$ cat config.mk
export PLATFORM = sky130hd
export DESIGN_NAME = spi_reg_bank_flat
export DESIGN_NICKNAME = d
export VERILOG_FILES = /design/src/rtl/spi_reg_bank_if.sv /design/src/rtl/spi_reg_bank.sv /design/src/flat_wrapper.sv
export SDC_FILE = /design/constraint.sdc
export NUM_CORES = 1
export LEC_CHECK = 0
export ABC_AREA = 1
export ABC_CLOCK_PERIOD_IN_PS = 1800
export CAP_MARGIN = 0
export CELL_PAD_IN_SITES_DETAIL_PLACEMENT = 0
export CELL_PAD_IN_SITES_GLOBAL_PLACEMENT = 1
export CORE_UTILIZATION = 40
export CTS_CLUSTER_DIAMETER = 100
export CTS_CLUSTER_SIZE = 14
export DETAILED_ROUTE_END_ITERATION = 8
export PLACE_DENSITY_LB_ADDON = 0.15
export SKIP_CTS_REPAIR_TIMING = 1
export SLEW_MARGIN = 20
export SYNTH_ARGS = -nofsm -noshare
export SYNTH_HDL_FRONTEND = slang
export SYNTH_SLANG_ARGS = --single-unit
$ cat constraint.sdc
create_clock -name SysClk -period 1.8 [get_ports SysClk]
set_input_delay 0.36 -clock SysClk [delete_from_list [all_inputs] [get_ports SysClk]]
set_output_delay 0.36 -clock SysClk [all_outputs]
set_load 0.02 [all_outputs]
$ cat src/rtl/spi_reg_bank_if.sv
// spi_reg_bank_if: register port between the SPI slave (master side) and the register bank (slave side).
// Latency/backpressure: none here; read data is registered inside the bank.
interface spi_reg_bank_if #(
  parameter int ADDR_W = 8
);
  logic [ADDR_W-1:0] regAddr;
  logic              regWriteEn;
  logic [7:0]        regWriteData;
  logic [7:0]        regReadData;

  modport master (output regAddr, output regWriteEn, output regWriteData, input regReadData);
  modport slave  (input regAddr, input regWriteEn, input regWriteData, output regReadData);
endinterface

$ cat src/rtl/spi_reg_bank.sv
// spi_reg_bank: DDS shadow config with sync-aligned atomic commit and timeout fallback; active readback via SPI_REG_BANK_ACTIVE_READBACK_EN.
// Latency: read data 1 cycle after regAddr; no backpressure, one write per rising edge of regWriteEn.
module spi_reg_bank #(
  parameter int          ADDR_W    = 8,
  parameter logic [7:0]  ID_VALUE  = 8'hE1,
  parameter logic [31:0] FTW_RESET = 32'h0000_0000,
  parameter logic [13:0] AMP_RESET = 14'h0000,
  parameter int          TIMEOUT   = 1024
) (
  input  logic                SysClk,
  input  logic                Reset,
  spi_reg_bank_if.slave       reg_if,
  input  logic                sync_ok,
  input  logic                pll_locked,
  output logic [31:0]         dds_ftw,
  output logic [13:0]         dds_amp,
  output logic                dds_en,
  output logic                dds_update
);

  typedef struct packed {
    logic [31:0] ftw;
    logic [13:0] amp;
    logic        en;
  } dds_cfg_t;

  typedef enum logic [1:0] {ST_IDLE, ST_PENDING, ST_APPLY} state_t;

  localparam int             CNT_W     = $clog2(TIMEOUT);
  localparam logic [CNT_W-1:0] CNT_LAST = CNT_W'(TIMEOUT - 1);
  localparam dds_cfg_t       CFG_RESET = '{ftw: FTW_RESET, amp: AMP_RESET, en: 1'b0};

  localparam logic [ADDR_W-1:0] A_ID     = ADDR_W'(8'h00);
  localparam logic [ADDR_W-1:0] A_SCRATCH = ADDR_W'(8'h01);
  localparam logic [ADDR_W-1:0] A_CTRL   = ADDR_W'(8'h02);
  localparam logic [ADDR_W-1:0] A_STATUS = ADDR_W'(8'h03);
  localparam logic [ADDR_W-1:0] A_FTW0   = ADDR_W'(8'h04);
  localparam logic [ADDR_W-1:0] A_FTW1   = ADDR_W'(8'h05);
  localparam logic [ADDR_W-1:0] A_FTW2   = ADDR_W'(8'h06);
  localparam logic [ADDR_W-1:0] A_FTW3   = ADDR_W'(8'h07);
  localparam logic [ADDR_W-1:0] A_AMPL   = ADDR_W'(8'h08);
  localparam logic [ADDR_W-1:0] A_AMPH   = ADDR_W'(8'h09);
`ifdef SPI_REG_BANK_ACTIVE_READBACK_EN
  localparam logic [ADDR_W-1:0] A_RFTW0  = ADDR_W'(8'h10);
  localparam logic [ADDR_W-1:0] A_RFTW1  = ADDR_W'(8'h11);
  localparam logic [ADDR_W-1:0] A_RFTW2  = ADDR_W'(8'h12);
  localparam logic [ADDR_W-1:0] A_RFTW3  = ADDR_W'(8'h13);
  localparam logic [ADDR_W-1:0] A_RAMPL  = ADDR_W'(8'h14);
  localparam logic [ADDR_W-1:0] A_RAMPH  = ADDR_W'(8'h15);
  localparam logic [ADDR_W-1:0] A_REN    = ADDR_W'(8'h16);
`endif

  dds_cfg_t         shadow;
  dds_cfg_t         active;
  state_t           state;
  logic [CNT_W-1:0] cnt;
  logic             we_q;
  logic [7:0]       scratch;
  logic             tmo_sticky;
  logic             drop_sticky;
  logic [7:0]       rd_mux;

  logic wr;
  logic wr_ctrl;
  logic soft_rst;
  logic commit_req;
  logic w1c_tmo;
  logic w1c_drop;
  logic timeout_hit;

  assign wr          = reg_if.regWriteEn & ~we_q;
  assign wr_ctrl     = wr && (reg_if.regAddr == A_CTRL);
  assign soft_rst    = wr_ctrl && reg_if.regWriteData[2];
  assign commit_req  = wr_ctrl && reg_if.regWriteData[1] && !reg_if.regWriteData[2];
  assign w1c_tmo     = wr && (reg_if.regAddr == A_STATUS) && reg_if.regWriteData[2];
  assign w1c_drop    = wr && (reg_if.regAddr == A_STATUS) && reg_if.regWriteData[3];
  assign timeout_hit = (state == ST_PENDING) && !sync_ok && (cnt == CNT_LAST);

  assign dds_ftw = active.ftw;
  assign dds_amp = active.amp;
  assign dds_en  = active.en;

  // Edge detector survives SOFT_RST so a held write level cannot re-trigger.
  always_ff @(posedge SysClk) begin
    if (Reset) we_q <= 1'b0;
    else       we_q <= reg_if.regWriteEn;
  end

  always_ff @(posedge SysClk) begin
    if (Reset)                                     scratch <= 8'h00;
    else if (wr && (reg_if.regAddr == A_SCRATCH))  scratch <= reg_if.regWriteData;
  end

  always_comb begin
    rd_mux = 8'h00;
    case (reg_if.regAddr)
      A_ID:      rd_mux = ID_VALUE;
      A_SCRATCH: rd_mux = scratch;
      A_CTRL:    rd_mux = {7'b0, shadow.en};
      A_STATUS:  rd_mux = {4'b0, drop_sticky, tmo_sticky, (state != ST_IDLE), pll_locked};
      A_FTW0:    rd_mux = shadow.ftw[7:0];
      A_FTW1:    rd_mux = shadow.ftw[15:8];
      A_FTW2:    rd_mux = shadow.ftw[23:16];
      A_FTW3:    rd_mux = shadow.ftw[31:24];
      A_AMPL:    rd_mux = shadow.amp[7:0];
      A_AMPH:    rd_mux = {2'b0, shadow.amp[13:8]};
`ifdef SPI_REG_BANK_ACTIVE_READBACK_EN
      A_RFTW0:   rd_mux = active.ftw[7:0];
      A_RFTW1:   rd_mux = active.ftw[15:8];
      A_RFTW2:   rd_mux = active.ftw[23:16];
      A_RFTW3:   rd_mux = active.ftw[31:24];
      A_RAMPL:   rd_mux = active.amp[7:0];
      A_RAMPH:   rd_mux = {2'b0, active.amp[13:8]};
      A_REN:     rd_mux = {7'b0, active.en};
`endif
      default:   rd_mux = 8'h00;
    endcase
  end

  always_ff @(posedge SysClk) begin
    if (Reset || soft_rst) begin
      shadow             <= CFG_RESET;
      active             <= CFG_RESET;
      state              <= ST_IDLE;
      cnt                <= '0;
      tmo_sticky         <= 1'b0;
      drop_sticky        <= 1'b0;
      dds_update         <= 1'b0;
      reg_if.regReadData <= 8'h00;
    end else begin
      dds_update         <= 1'b0;
      reg_if.regReadData <= rd_mux;

      if (wr) begin
        case (reg_if.regAddr)
          A_CTRL:  shadow.en         <= reg_if.regWriteData[0];
          A_FTW0:  shadow.ftw[7:0]   <= reg_if.regWriteData;
          A_FTW1:  shadow.ftw[15:8]  <= reg_if.regWriteData;
          A_FTW2:  shadow.ftw[23:16] <= reg_if.regWriteData;
          A_FTW3:  shadow.ftw[31:24] <= reg_if.regWriteData;
          A_AMPL:  shadow.amp[7:0]   <= reg_if.regWriteData;
          A_AMPH:  shadow.amp[13:8]  <= reg_if.regWriteData[5:0];
          default: ;
        endcase
      end

      if (timeout_hit)  tmo_sticky <= 1'b1;
      else if (w1c_tmo) tmo_sticky <= 1'b0;

      if (commit_req && (state != ST_IDLE)) drop_sticky <= 1'b1;
      else if (w1c_drop)                    drop_sticky <= 1'b0;

      case (state)
        ST_IDLE: begin
          if (commit_req) begin
            state <= ST_PENDING;
            cnt   <= '0;
          end
        end
        ST_PENDING: begin
          cnt <= cnt + CNT_W'(1);
          if (sync_ok || (cnt == CNT_LAST)) state <= ST_APPLY;
        end
        ST_APPLY: begin
          // Nonblocking capture: a shadow write on this edge lands after the copy.
          active     <= shadow;
          dds_update <= 1'b1;
          state      <= ST_IDLE;
        end
        default: state <= ST_IDLE;
      endcase
    end
  end

endmodule

$ cat src/flat_wrapper.sv
// flat-port wrapper written by rule: the top's interface ports become plain ports
module spi_reg_bank_flat 
#(
  parameter int          ADDR_W    = 8,
  parameter logic [7:0]  ID_VALUE  = 8'hE1,
  parameter logic [31:0] FTW_RESET = 32'h0000_0000,
  parameter logic [13:0] AMP_RESET = 14'h0000,
  parameter int          TIMEOUT   = 1024
)
  (SysClk, Reset, sync_ok, pll_locked, dds_ftw, dds_amp, dds_en, dds_update, reg_if_regAddr, reg_if_regWriteEn, reg_if_regWriteData, reg_if_regReadData);
  spi_reg_bank_if #(.ADDR_W(ADDR_W)) reg_if_i ();
  input  logic SysClk;
  input  logic Reset;
  input  logic sync_ok;
  input  logic pll_locked;
  output logic [31:0] dds_ftw;
  output logic [13:0] dds_amp;
  output logic dds_en;
  output logic dds_update;
  input wire logic [$bits(reg_if_i.regAddr)-1:0] reg_if_regAddr;
  input wire logic [$bits(reg_if_i.regWriteEn)-1:0] reg_if_regWriteEn;
  input wire logic [$bits(reg_if_i.regWriteData)-1:0] reg_if_regWriteData;
  output wire logic [$bits(reg_if_i.regReadData)-1:0] reg_if_regReadData;
  assign reg_if_i.regAddr = reg_if_regAddr;
  assign reg_if_i.regWriteEn = reg_if_regWriteEn;
  assign reg_if_i.regWriteData = reg_if_regWriteData;
  assign reg_if_regReadData = reg_if_i.regReadData;
  spi_reg_bank #(.ADDR_W(ADDR_W), .ID_VALUE(ID_VALUE), .FTW_RESET(FTW_RESET), .AMP_RESET(AMP_RESET), .TIMEOUT(TIMEOUT)) u_core (.SysClk(SysClk), .Reset(Reset), .reg_if(reg_if_i), .sync_ok(sync_ok), .pll_locked(pll_locked), .dds_ftw(dds_ftw), .dds_amp(dds_amp), .dds_en(dds_en), .dds_update(dds_update));
endmodule
# == Word level (Yosys, flattened, before mapping) ==
# Cells that the tools add are included.
# op_classes
add_sub_neg,1
eq_ne,14
muxes,11
bitwise,2
reduce_logical,30
# op_table
operator,n
case mux 8 bit (10 select lines),1
"== test 8 x 3 -> 1 bit, second input constant",4
case mux 10 bit (2 select lines),1
AND reduction 2 bit,9
"== test 8 x 2 -> 1 bit, second input constant",2
"== test 8 x 4 -> 1 bit, second input constant",2
logical AND 1 bit,11
"adder 10 x 1 -> 10 bit, second input constant",1
"== test 10 bit, second input constant",1
2-to-1 mux 10 bit,1
"== test 8 x 1 -> 1 bit, second input constant",1
zero test 8 bit,1
nonzero test 2 bit,4
2-to-1 mux 1 bit,5
2-to-1 mux 2 bit,2
case mux 2 bit (2 select lines),1
"== test 2 x 1 -> 1 bit, second input constant",1
"== test 2 bit, second input constant",1
zero test 1 bit,2
zero test 2 bit,1
logical OR 1 bit,2
"!= test 2 x 1 -> 1 bit, second input constant",1
"!= test 2 bit, second input constant",1
AND 1 bit,1
inverter 1 bit,1
# word_totals
register_bits,126
input_bits,21
out_inout_bits,56
wordCells,76

# == Logic depth before layout (Yosys ltp) ==
# Gate-level depths: netlist (run 1).
# depth
ltp_word,7
depth_mapped,10
depth_no_buf,10

# == Worst setup path after synthesis (run 1) ==
# OpenSTA, ideal clock, no wires.
# synth_path
kind,in2reg
from,input reg_if_regAddr[7]
to,register u_core.shadow[33] (netlist name)
setup_ps,116
t_arrival_ps,1330
required_time_ps,1684
setup_slack_ps,353
stages,6
path_buffers,1
path_cell_list,nor2_1 > nand2_2 > nor2_4 > nand3_1 > buf_2 > o211a_1
# synth_between
elab_chain_len,4
word_cells_on_any_way,6
classes_between,eq/ne: 2; reduce/logical: 4
# synth_lines
element,line_no,rtl
from (decl),flat_wrapper.sv:20,input wire logic [$bits(reg_if_i.regAddr)-1:0] reg_if_regAddr;
== test 8 x 2 -> 1 bit,spi_reg_bank.sv:72,assign wr_ctrl = wr && (reg_if.regAddr == A_CTRL);
logical AND 1 bit,spi_reg_bank.sv:72,
logical AND 1 bit,spi_reg_bank.sv:73,assign soft_rst = wr_ctrl && reg_if.regWriteData[2];
logical OR 1 bit,spi_reg_bank.sv:121,if (Reset || soft_rst) begin
to (decl),spi_reg_bank.sv:53,dds_cfg_t shadow;
# Parallel ways exist; a longest one is shown, timed or not.
# A chain may end at the register's enable or synchronous reset.

# == Worst setup path after layout (run 1) ==
# layout_path
from,register u_core.reg_if.regReadData[2]
to,output reg_if_regReadData[2]
# layout_lines
element,line_no,rtl
from (decl),spi_reg_bank_if.sv:12,"modport slave (input regAddr, input regWriteEn, input regWriteData, output regReadData);"
from (signal assigned),spi_reg_bank.sv:132,reg_if.regReadData <= rd_mux;
to (decl),flat_wrapper.sv:23,output wire logic [$bits(reg_if_i.regReadData)-1:0] reg_if_regReadData;
# No word-level cell between the ends.

==> impl_metrics.tcl, run 1 <==
set metrics [dict create \
    cts.clk_slew.worst_paths_ns 0.06 \
    design.final.nets 846 \
    antenna_cells 0 \
    synth-edff-count 0 \
    worst-setup-path-type "flop to primary output" \
    ys_warn_count 0 \
    fmaxAchievable_mhz 577 \
    drt_pass1_iterations 4 \
    clock_sinks 126 \
    clock_tree_from_tritoncts "yes" \
    cp_slowest_cell "sky130_fd_sc_hd__clkdlybuf4s50_1" \
    wire_per_inst_microns 15.7 \
    hold_viol_final 0 \
    switching_share_pct 20.9 \
    detail_route.iter0.violations 403 \
    grt_pass1_vias 5012 \
    place.detailed.hpwl_mm 11.4 \
    finalSetupTns_ns 0 \
    status "finished, final reports clean" \
    fp-row-count 42 \
    synth_area_leaders "sky130_fd_sc_hd__dfxtp_1 (47%), sky130_fd_sc_hd__nand3_1 (10%), sky130_fd_sc_hd__nand2_1 (9.9%)" \
    p_int_uw 5530 \
    post_synth_instance_area_sq_um 5410 \
    power.ir.vdd_worst_v 0.000452 \
    die_height_microns 118 \
    path_buf_inv 1 \
    pwr-share-clk_pct 56.1 \
    final_max_slew_viol_count 0 \
    cp-start-kind "flop" \
    postRouteWirelength_mm 15.9 \
    worstMarginPinSlew_ns 0.521 \
    postLayoutSetupSlackWorst_ns 0.0673 \
    groute.usage.overall_pct 24.3 \
    largest_net_degree_at_the_start_of_global_routing 45 \
    tritoncts.num_buffers 17 \
    yosys_register_bits 126 \
    critPathCaptureType "primary output" \
    total_number_of_vias 5102 \
    critical_path_arrival_ns 1.37 \
    die_w_microns 118 \
    synth_area_leader_cell "sky130_fd_sc_hd__dfxtp_1" \
    worstPathMaxFanout 1 \
    net_switching_power_uw 1460 \
    port-buffer-count 76 \
    drt-vias-per-instance 5.04 \
    leak_pwr_uw 0.00272 \
    yosys.area.top_type_share_pct 46.6 \
    post_synth_num_cell_types 30 \
    drtAntennaViolNets 0 \
    power.density_cell_area_nw_per_um2 961 \
    post-place-cells 981 \
    routabilityCongestion 0.888 \
    global_route_wire_length_before_repair_mm 26.1 \
    synth_nets 740 \
    synthToLayoutAreaGrowth_pct 34.5 \
    antenna_found_initial 0 \
    maxCapViolCount 0 \
    max-clock-path-buffers 2 \
    floorplan.core_area_sq_um 13200 \
    final_min_period_over_clock_period_pct 96.3 \
    seq_power_share_pct 40.0 \
    syn_area_per_cell_sq_um 7.54 \
    die-area_sq_um 14000 \
    cp_cell_sequence "clkdlybuf4s50_1" \
    grt-ovfl-total 0 \
    ctsHtreeMaxLevel 4 \
    syn_inst 718 \
    fin_skew_ns 0.00616 \
    detail_route.drc_violations 0 \
    floorplan.io_pins 77 \
    cp_slowest_stage_delay_ns 0.62 \
    hold_slack_ns 0.455 \
    final.min_clock_period_ns 1.73 \
    path_delay_family "buffers and inverters" \
    ys_async_sr_fraction_pct 0 \
    max_slew_margin_pct 65.1 \
    ctsRootBufferMaster "sky130_fd_sc_hd__clkbuf_16" \
    pwr-share-comb_pct 4.0 \
    worstSkewPairLatency_ns 0.42 \
    final_layout_size_suffix_gt1_share_pct 13.3 \
    synthFlopType "sky130_fd_sc_hd__dfxtp_1" \
    required_time_at_the_endpoint_of_the_critical_path_ns 1.44 \
    grt_setup_unrepaired "false" \
    seq_total_area_yosys_pct 46.6 \
    final_cells 1013 \
    pre_cts_slack_ns -0.245 \
    setup-violations-final 0 \
    worstHoldPathType "flop to flop" \
    initial_utilization_pct 40.9 \
]
==> cells in the final DEF (no fill, tap or decap) <==
cell type                         netlist  layout
sky130_fd_sc_hd__o21ai_0               21      21
sky130_fd_sc_hd__o21bai_1               1       1
sky130_fd_sc_hd__clkdlybuf4s50_1        0      76
sky130_fd_sc_hd__clkinv_1               3       3
sky130_fd_sc_hd__nand2_4                0       1
sky130_fd_sc_hd__clkinvlp_4             0       3
sky130_fd_sc_hd__bufinv_16              0       6
sky130_fd_sc_hd__nand3b_1               2       2
sky130_fd_sc_hd__clkbuf_8               0       1
sky130_fd_sc_hd__inv_1                 42      42
sky130_fd_sc_hd__o211ai_1               2       2
sky130_fd_sc_hd__nand4_1               14      14
sky130_fd_sc_hd__nand3_4                1       1
sky130_fd_sc_hd__a21oi_1               93      93
sky130_fd_sc_hd__buf_4                  5      50
sky130_fd_sc_hd__ha_1                   1       1
sky130_fd_sc_hd__nand3_1              111     111
sky130_fd_sc_hd__clkinv_2               1       3
sky130_fd_sc_hd__clkinv_4               0       2
sky130_fd_sc_hd__nand2_2                5       4
sky130_fd_sc_hd__xor2_1                 2       2
sky130_fd_sc_hd__nor2_1                68      67
sky130_fd_sc_hd__nand4_2                1       1
sky130_fd_sc_hd__inv_2                  3       3
sky130_fd_sc_hd__o21ai_1                1       1
sky130_fd_sc_hd__dfxtp_1              126     126
sky130_fd_sc_hd__clkbuf_16              0      17
sky130_fd_sc_hd__inv_6                  0       1
sky130_fd_sc_hd__nand2_1              143     143
sky130_fd_sc_hd__a211oi_1              13      13
sky130_fd_sc_hd__nand3_2                4       4
sky130_fd_sc_hd__nor2_2                 1       2
sky130_fd_sc_hd__buf_12                 0       4
sky130_fd_sc_hd__o211a_1                8       8
sky130_fd_sc_hd__or2_2                  1       1
sky130_fd_sc_hd__nor2_4                 7       7
==> through the flow <==
step / utilization, % / total power [uW] / instance area (sq um)
3_3_place_gp: 49.8 / 3130 / 6600
3_5_place_dp: 49.8 / 3130 / 6600
6_report: 55.0 / 7000 / 7280
4_1_cts: 54.9 / 7050 / 7280
5_1_grt: 55.0 / 7210 / 7280
2_1_floorplan: - / 2990 / 5410
==> sequential cells by signal, summed over array words and instances, names as in the netlist, 2 cells and up <==
name,flops
u_core.reg_if.regReadData,8
u_core.cnt,10
u_core.state,2
u_core.dds_ftw,32
u_core.scratch,8
u_core.shadow,47
u_core.dds_amp,14
==> cell usage after synthesis (7+ instances only) <==
library cell	instances
sky130_fd_sc_hd__nand2_1	143
sky130_fd_sc_hd__dfxtp_1	126
sky130_fd_sc_hd__nand3_1	111
sky130_fd_sc_hd__a21oi_1	93
sky130_fd_sc_hd__nor2_1	68
sky130_fd_sc_hd__inv_1	42
sky130_fd_sc_hd__o21ai_0	21
sky130_fd_sc_hd__clkbuf_1	18
sky130_fd_sc_hd__nand4_1	14
sky130_fd_sc_hd__a211oi_1	13
sky130_fd_sc_hd__buf_2	12
sky130_fd_sc_hd__buf_6	8
sky130_fd_sc_hd__o211a_1	8
sky130_fd_sc_hd__nor2_4	7
==> power by group through the flow <==
stage	Sequential, uW	Combinational [uW]	Clock (uW)
after CTS	2790	277	3980
final	2800	277	3920
after global placement	2860	273	0
after global routing	2790	298	4120
after floorplan	2860	130	0
after detailed placement	2860	276	0
==> cells by family (layout without fill, tap and decap cells) <==
family	Yosys count	after routing	synth area share (%)
simple gates	358	358	30.4
compound gates	139	139	14.3
flops	126	126	46.6
buf+inv	92	211	8.14
xor+xnor	2	2	0.324
fa+ha+maj	1	1	0.231
==> worst register-to-register path, cell delays in order, from the launching register on <==
cell	delay [ns]
sky130_fd_sc_hd__dfxtp_1	0.41
sky130_fd_sc_hd__ha_1	0.20
sky130_fd_sc_hd__nand2_1	0.10
sky130_fd_sc_hd__nor2_1	0.16
sky130_fd_sc_hd__nand2_1	0.10
sky130_fd_sc_hd__nor2_2	0.19
sky130_fd_sc_hd__nand2_1	0.07
sky130_fd_sc_hd__nand2_1	0.07
sky130_fd_sc_hd__nand2_1	0.05
sky130_fd_sc_hd__a21oi_1	0.12
==> routing by layer <==
layer / share of wire, % / track usage [%] / up-vias / routed length [microns]
met5: 0 / 0 / - / 0
met3: 4.3 / 4.63 / 22 / 678
met1: 48 / 32.3 / 2357 / 7610
met4: 2.1 / 9.94 / 0 / 338
met2: 46 / 38.6 / 108 / 7300
li1: - / - / 2615 / -
==> path summary, 6_finish.rpt <==
check	cells past startpoint	start	to	slack (ns)
setup / recovery	1	u_core.reg_if.regReadData[2]	reg_if_regReadData[2]	0.07
hold reg to reg	2	u_core.dds_amp[12]	u_core.dds_amp[12]	0.46
setup reg to reg	9	u_core.cnt[0]	u_core.cnt[8]	0.26
hold / removal	2	u_core.dds_amp[12]	u_core.dds_amp[12]	0.46
==> final cells by class <==
| class | instances | area, sq um |
|---|---|---|
| multi-input combinational | 500 | 2460 |
| sequential | 126 | 2520 |
| fill | 1264 | 5960 |
| timing repair buffer | 130 | 1220 |
| clock inverter | 14 | 239 |
| inverter | 49 | 185 |
| clock buffer | 18 | 439 |
| tap | 176 | 220 |
No activity file was read; power rests on OpenSTA's default activity.
==> run 2: changes to the inputs <==
Settings changed: RECOVER_POWER from default to 25.
==> run 2 against run 1 <==
Sequential share of layout area up 0.066 points; clock skew about the same; sequential power about the same; clock power about the same; sequential cell count unchanged.
==> impl_metrics.tcl, run 2 (same netlist as run 1, synthesis figures left out) <==
set metrics [dict create \
    detail_route.drc_violations 0 \
    final_max_slew_viol_count 0 \
    port-buffer-count 76 \
    worstPathMaxFanout 1 \
    die-area_sq_um 14000 \
    clock_sinks 126 \
    design.final.nets 846 \
    max_slew_margin_pct 61.3 \
    fmaxAchievable_mhz 577 \
    drtAntennaViolNets 0 \
    antenna_found_initial 0 \
    cp_slowest_cell "sky130_fd_sc_hd__clkdlybuf4s50_1" \
    wire_per_inst_microns 15.7 \
    worstHoldPathType "flop to flop" \
    die_height_microns 118 \
    final_min_period_over_clock_period_pct 96.3 \
    required_time_at_the_endpoint_of_the_critical_path_ns 1.44 \
    worstSkewPairLatency_ns 0.42 \
    ctsHtreeMaxLevel 4 \
    fillerInstances 1268 \
    groute.usage.overall_pct 24.3 \
    clock_tree_from_tritoncts "yes" \
    largest-register "u_core.shadow" \
    path_delay_family "buffers and inverters" \
    worst-setup-path-type "flop to primary output" \
    power.ir.vdd_worst_v 0.000453 \
    drt-vias-per-instance 5.08 \
    grt_setup_unrepaired "false" \
    postLayoutSetupSlackWorst_ns 0.0664 \
    multi_input_combinational_cell_area_sq_um 2450 \
    ctsRootBufferMaster "sky130_fd_sc_hd__clkbuf_16" \
    detail_route.iter0.violations 394 \
    power.density_cell_area_nw_per_um2 962 \
    cts.clk_slew.worst_paths_ns 0.06 \
    hold_viol_final 0 \
    cp_slowest_stage_delay_ns 0.61 \
    setup-violations-final 0 \
    grt-ovfl-total 0 \
    global_route_wire_length_before_repair_mm 26.1 \
    synthToLayoutAreaGrowth_pct 34.2 \
    register_area_sq_um 2520 \
    path_buf_inv 1 \
    max-clock-path-buffers 2 \
    final_core_utilization_pct 54.9 \
    most-common-layout-cells "sky130_fd_sc_hd__nand2_1 (144), sky130_fd_sc_hd__dfxtp_1 (126), sky130_fd_sc_hd__nand3_1 (112), sky130_fd_sc_hd__a21oi_1 (93), sky130_fd_sc_hd__clkdlybuf4s50_1 (75)" \
    final.min_clock_period_ns 1.73 \
    leak_pwr_uw 0.00272 \
    tritoncts.num_buffers 17 \
    final_layout_size_suffix_gt1_share_pct 12.9 \
    timing.hold.worst_path_depth 2 \
    place.detailed.hpwl_mm 11.4 \
    largest_net_degree_at_the_start_of_global_routing 45 \
    cp-start-kind "flop" \
    total_number_of_vias 5141 \
    antenna_cells 0 \
    fp-row-count 42 \
    die_w_microns 118 \
    routabilityCongestion 0.888 \
    postRouteWirelength_mm 15.9 \
    initial_utilization_pct 40.9 \
    reg2regPathDepth 9 \
    largest_register_ff_count 47 \
    floorplan.core_area_sq_um 13200 \
    layout.cells.most_common "sky130_fd_sc_hd__nand2_1" \
    floorplan.io_pins 77 \
    cp_depth 1 \
    hold_slack_ns 0.456 \
    critPathCaptureType "primary output" \
    cp_cell_sequence "clkdlybuf4s50_1" \
    grt_pass1_vias 5012 \
    status "finished, final reports clean" \
    maxCapViolCount 0 \
    pre_cts_slack_ns -0.245 \
    fin_skew_ns 0.00599 \
    critical_path_arrival_ns 1.37 \
    drt_pass1_iterations 4 \
    worstMarginPinSlew_ns 0.579 \
]
-- run 2: metrics by stage --
stage | power, uW | TNS (ns) | cell area [sq um] | std cells
after floorplan | 2990 | 0 | 5410 | 718
after global placement | 3130 | -20.09 | 6600 | 981
after detailed placement | 3130 | -25.82 | 6600 | 981
after CTS | 7050 | 0 | 7280 | 1013
after global routing | 7200 | 0 | 7260 | 1013
final | 6990 | 0 | 7260 | 1013
-- run 2: metal layers --
layer	global-route usage [%]	wire (microns)
met3	4.63	679
met1	32.3	7540
met2	38.6	7330
met4	9.94	355
met5	0	0
-- run 2: path summary, 6_finish.rpt --
| path | end | slack (ns) | from |
|---|---|---|---|
| hold / removal | u_core.dds_amp[12] | 0.46 | u_core.dds_amp[12] |
| setup reg to reg | u_core.cnt[8] | 0.26 | u_core.cnt[0] |
| hold reg to reg | u_core.dds_amp[12] | 0.46 | u_core.dds_amp[12] |
| setup / recovery | reg_if_regReadData[1] | 0.07 | u_core.reg_if.regReadData[1] |
-- run 2: cell type report --
| class | instances | area share [%] |
|---|---|---|
| Clock buffer | 18 | 6.05 |
| Clock inverter | 14 | 3.29 |
| Inverter | 49 | 2.55 |
| Multi-Input combinational cell | 500 | 33.7 |
| Sequential cell | 126 | 34.7 |
| Tap cell | 176 | 3.03 |
| Timing Repair Buffer | 130 | 16.7 |
-- run 2: power breakdown --
| group | total (uW) | internal [uW] | switching (uW) | leakage, uW |
|---|---|---|---|---|
| clock | 3920 | 2630 | 1290 | 0.000323 |
| combinational | 274 | 103 | 170 | 0.00138 |
| sequential | 2800 | 2790 | 2.30 | 0.00101 |
| total | 6990 | 5530 | 1460 | 0.00272 |
==> run 3: changes to the inputs <==
Settings changed: CAP_MARGIN 0 to 40, CORE_ASPECT_RATIO from default to 1.5.
==> run 3 against run 2 <==
Cell area about the same; register-to-register slack got worse by 0.05 ns; clock skew increased by 0.0026 ns; fmax increased by 0.52%; largest cell class unchanged; largest power group unchanged.
==> impl_metrics.tcl, run 3 (same netlist as run 1, synthesis figures left out) <==
set metrics [dict create \
    status "finished, final reports clean" \
    global_route_wire_length_before_repair_mm 26.1 \
    leak_pwr_uw 0.00274 \
    floorplan.io_pins 77 \
    drt-vias-per-instance 5.18 \
    maxCapViolCount 0 \
    detail_route.iter0.violations 289 \
    final_min_period_over_clock_period_pct 95.8 \
    final_cells 1011 \
    critPathCaptureType "primary output" \
    grt-ovfl-total 0 \
    largest_register_ff_count 47 \
    post-place-cells 979 \
    clock_tree_from_tritoncts "yes" \
    hold_viol_final 0 \
    cp_depth 1 \
    final_design_area_no_fill_sq_um 7260 \
    total_number_of_vias 5238 \
    timing.reg2reg.setup_slack_ns 0.21 \
    place.detailed.hpwl_mm 11.8 \
    fmaxAchievable_mhz 580 \
    place_area_sq_um 6700 \
    cp_cell_sequence "clkdlybuf4s50_1" \
    final_max_slew_viol_count 0 \
    max_slew_margin_pct 65.2 \
    power.density_cell_area_nw_per_um2 899 \
    fin_skew_ns 0.00863 \
    final.min_clock_period_ns 1.72 \
    wire_per_inst_microns 16.2 \
    reg2regPathDepth 9 \
    drt_pass1_iterations 5 \
    cp_slowest_cell "sky130_fd_sc_hd__clkdlybuf4s50_1" \
    antenna_cells 0 \
    fillerInstances 1255 \
    grt_setup_unrepaired "false" \
    worst-setup-path-type "flop to primary output" \
    most-common-layout-cells "sky130_fd_sc_hd__nand2_1 (144), sky130_fd_sc_hd__dfxtp_1 (126), sky130_fd_sc_hd__nand3_1 (111), sky130_fd_sc_hd__a21oi_1 (93), sky130_fd_sc_hd__clkdlybuf4s50_1 (75)" \
    floorplan.core_area_sq_um 13100 \
    worstMarginPinSlew_ns 0.520 \
    postRouteWirelength_mm 16.4 \
    rr_endpoint "u_core.cnt[8]" \
    cts.clk_slew.worst_paths_ns 0.06 \
    design.final.nets 861 \
    die_w_microns 97.0 \
    clock_sinks 126 \
    path_buf_inv 1 \
    drtAntennaViolNets 0 \
    layout.cells.most_common "sky130_fd_sc_hd__nand2_1" \
    die-area_sq_um 14000 \
    worstSkewPairLatency_ns 0.42 \
    path_delay_family "buffers and inverters" \
    largest-register "u_core.shadow" \
    critical_path_arrival_ns 1.36 \
    detail_route.drc_violations 0 \
    finalSetupTns_ns 0 \
    port-buffer-count 76 \
    required_time_at_the_endpoint_of_the_critical_path_ns 1.44 \
    routabilityCongestion 0.926 \
    die_height_microns 144 \
    ctsRootBufferMaster "sky130_fd_sc_hd__clkbuf_16" \
    worstHoldPathType "flop to flop" \
    grt_pass1_vias 4954 \
    worstPathMaxFanout 2 \
    power.ir.vdd_worst_v 0.000596 \
    fp-row-count 51 \
    ctsHtreeMaxLevel 4 \
    final_core_utilization_pct 55.5 \
    worst_r2r_startpoint "u_core.cnt[0]" \
    cp-start-kind "flop" \
    largest_net_degree_at_the_start_of_global_routing 50 \
    setup-violations-final 0 \
    antenna_found_initial 0 \
    critPathCapture "dds_amp[3]" \
    max-clock-path-buffers 2 \
    synthToLayoutAreaGrowth_pct 34.2 \
    cp-startpoint "u_core.dds_amp[3]" \
    tritoncts.num_buffers 17 \
    groute.usage.overall_pct 24.3 \
    cp_slowest_stage_delay_ns 0.61 \
    hold_slack_ns 0.458 \
    final_layout_size_suffix_gt1_share_pct 14.6 \
    initial_utilization_pct 41.4 \
]
-- run 3: report_power, final --
part	internal [uW]	switching (uW)
Clock	2070	1380
Sequential	2790	2.23
Combinational	114	174
-- run 3: how the worst min path moves through the flow --
stage                                   from            endpoint  depth (start not counted)
after floorplan                        Reset         u_core.we_q                          1
after global routing       u_core.dds_amp[5]   u_core.dds_amp[5]                          2
final                      u_core.dds_ftw[9]   u_core.dds_ftw[9]                          2
after CTS                 u_core.dds_ftw[23]  u_core.dds_ftw[23]                          2
after global placement     u_core.dds_ftw[7]   u_core.dds_ftw[7]                          2
after detailed placement   u_core.dds_ftw[9]   u_core.dds_ftw[9]                          2
-- run 3: metal layers --
metal	global-route usage (%)	routed length [microns]	vias up
met3	4.35	523	30
met1	27.7	6940	2438
li1	-	-	2653
met2	44.0	8470	117
met4	11.5	478	0
met5	0	0	-
-- run 3: metrics by stage --
step / setup WS, ns / power (uW)
2_1_floorplan: 0.353 / 2990
3_3_place_gp: -0.405 / 3150
3_5_place_dp: -0.378 / 3150
4_1_cts: 0.0489 / 6590
5_1_grt: 0.000676 / 6720
6_report: 0.0754 / 6520
-- run 3: cell type report --
class                      instances  area [sq um]  share of cell area, %
sequential                       126          2520                   34.7
multi-input combinational        500          2440                   33.6
timing repair buffer             145          1330                   18.2
clock buffer                      18           429                   5.91
tap                              159           199                   2.74
inverter                          49           185                   2.55
clock inverter                    14           159                   2.19
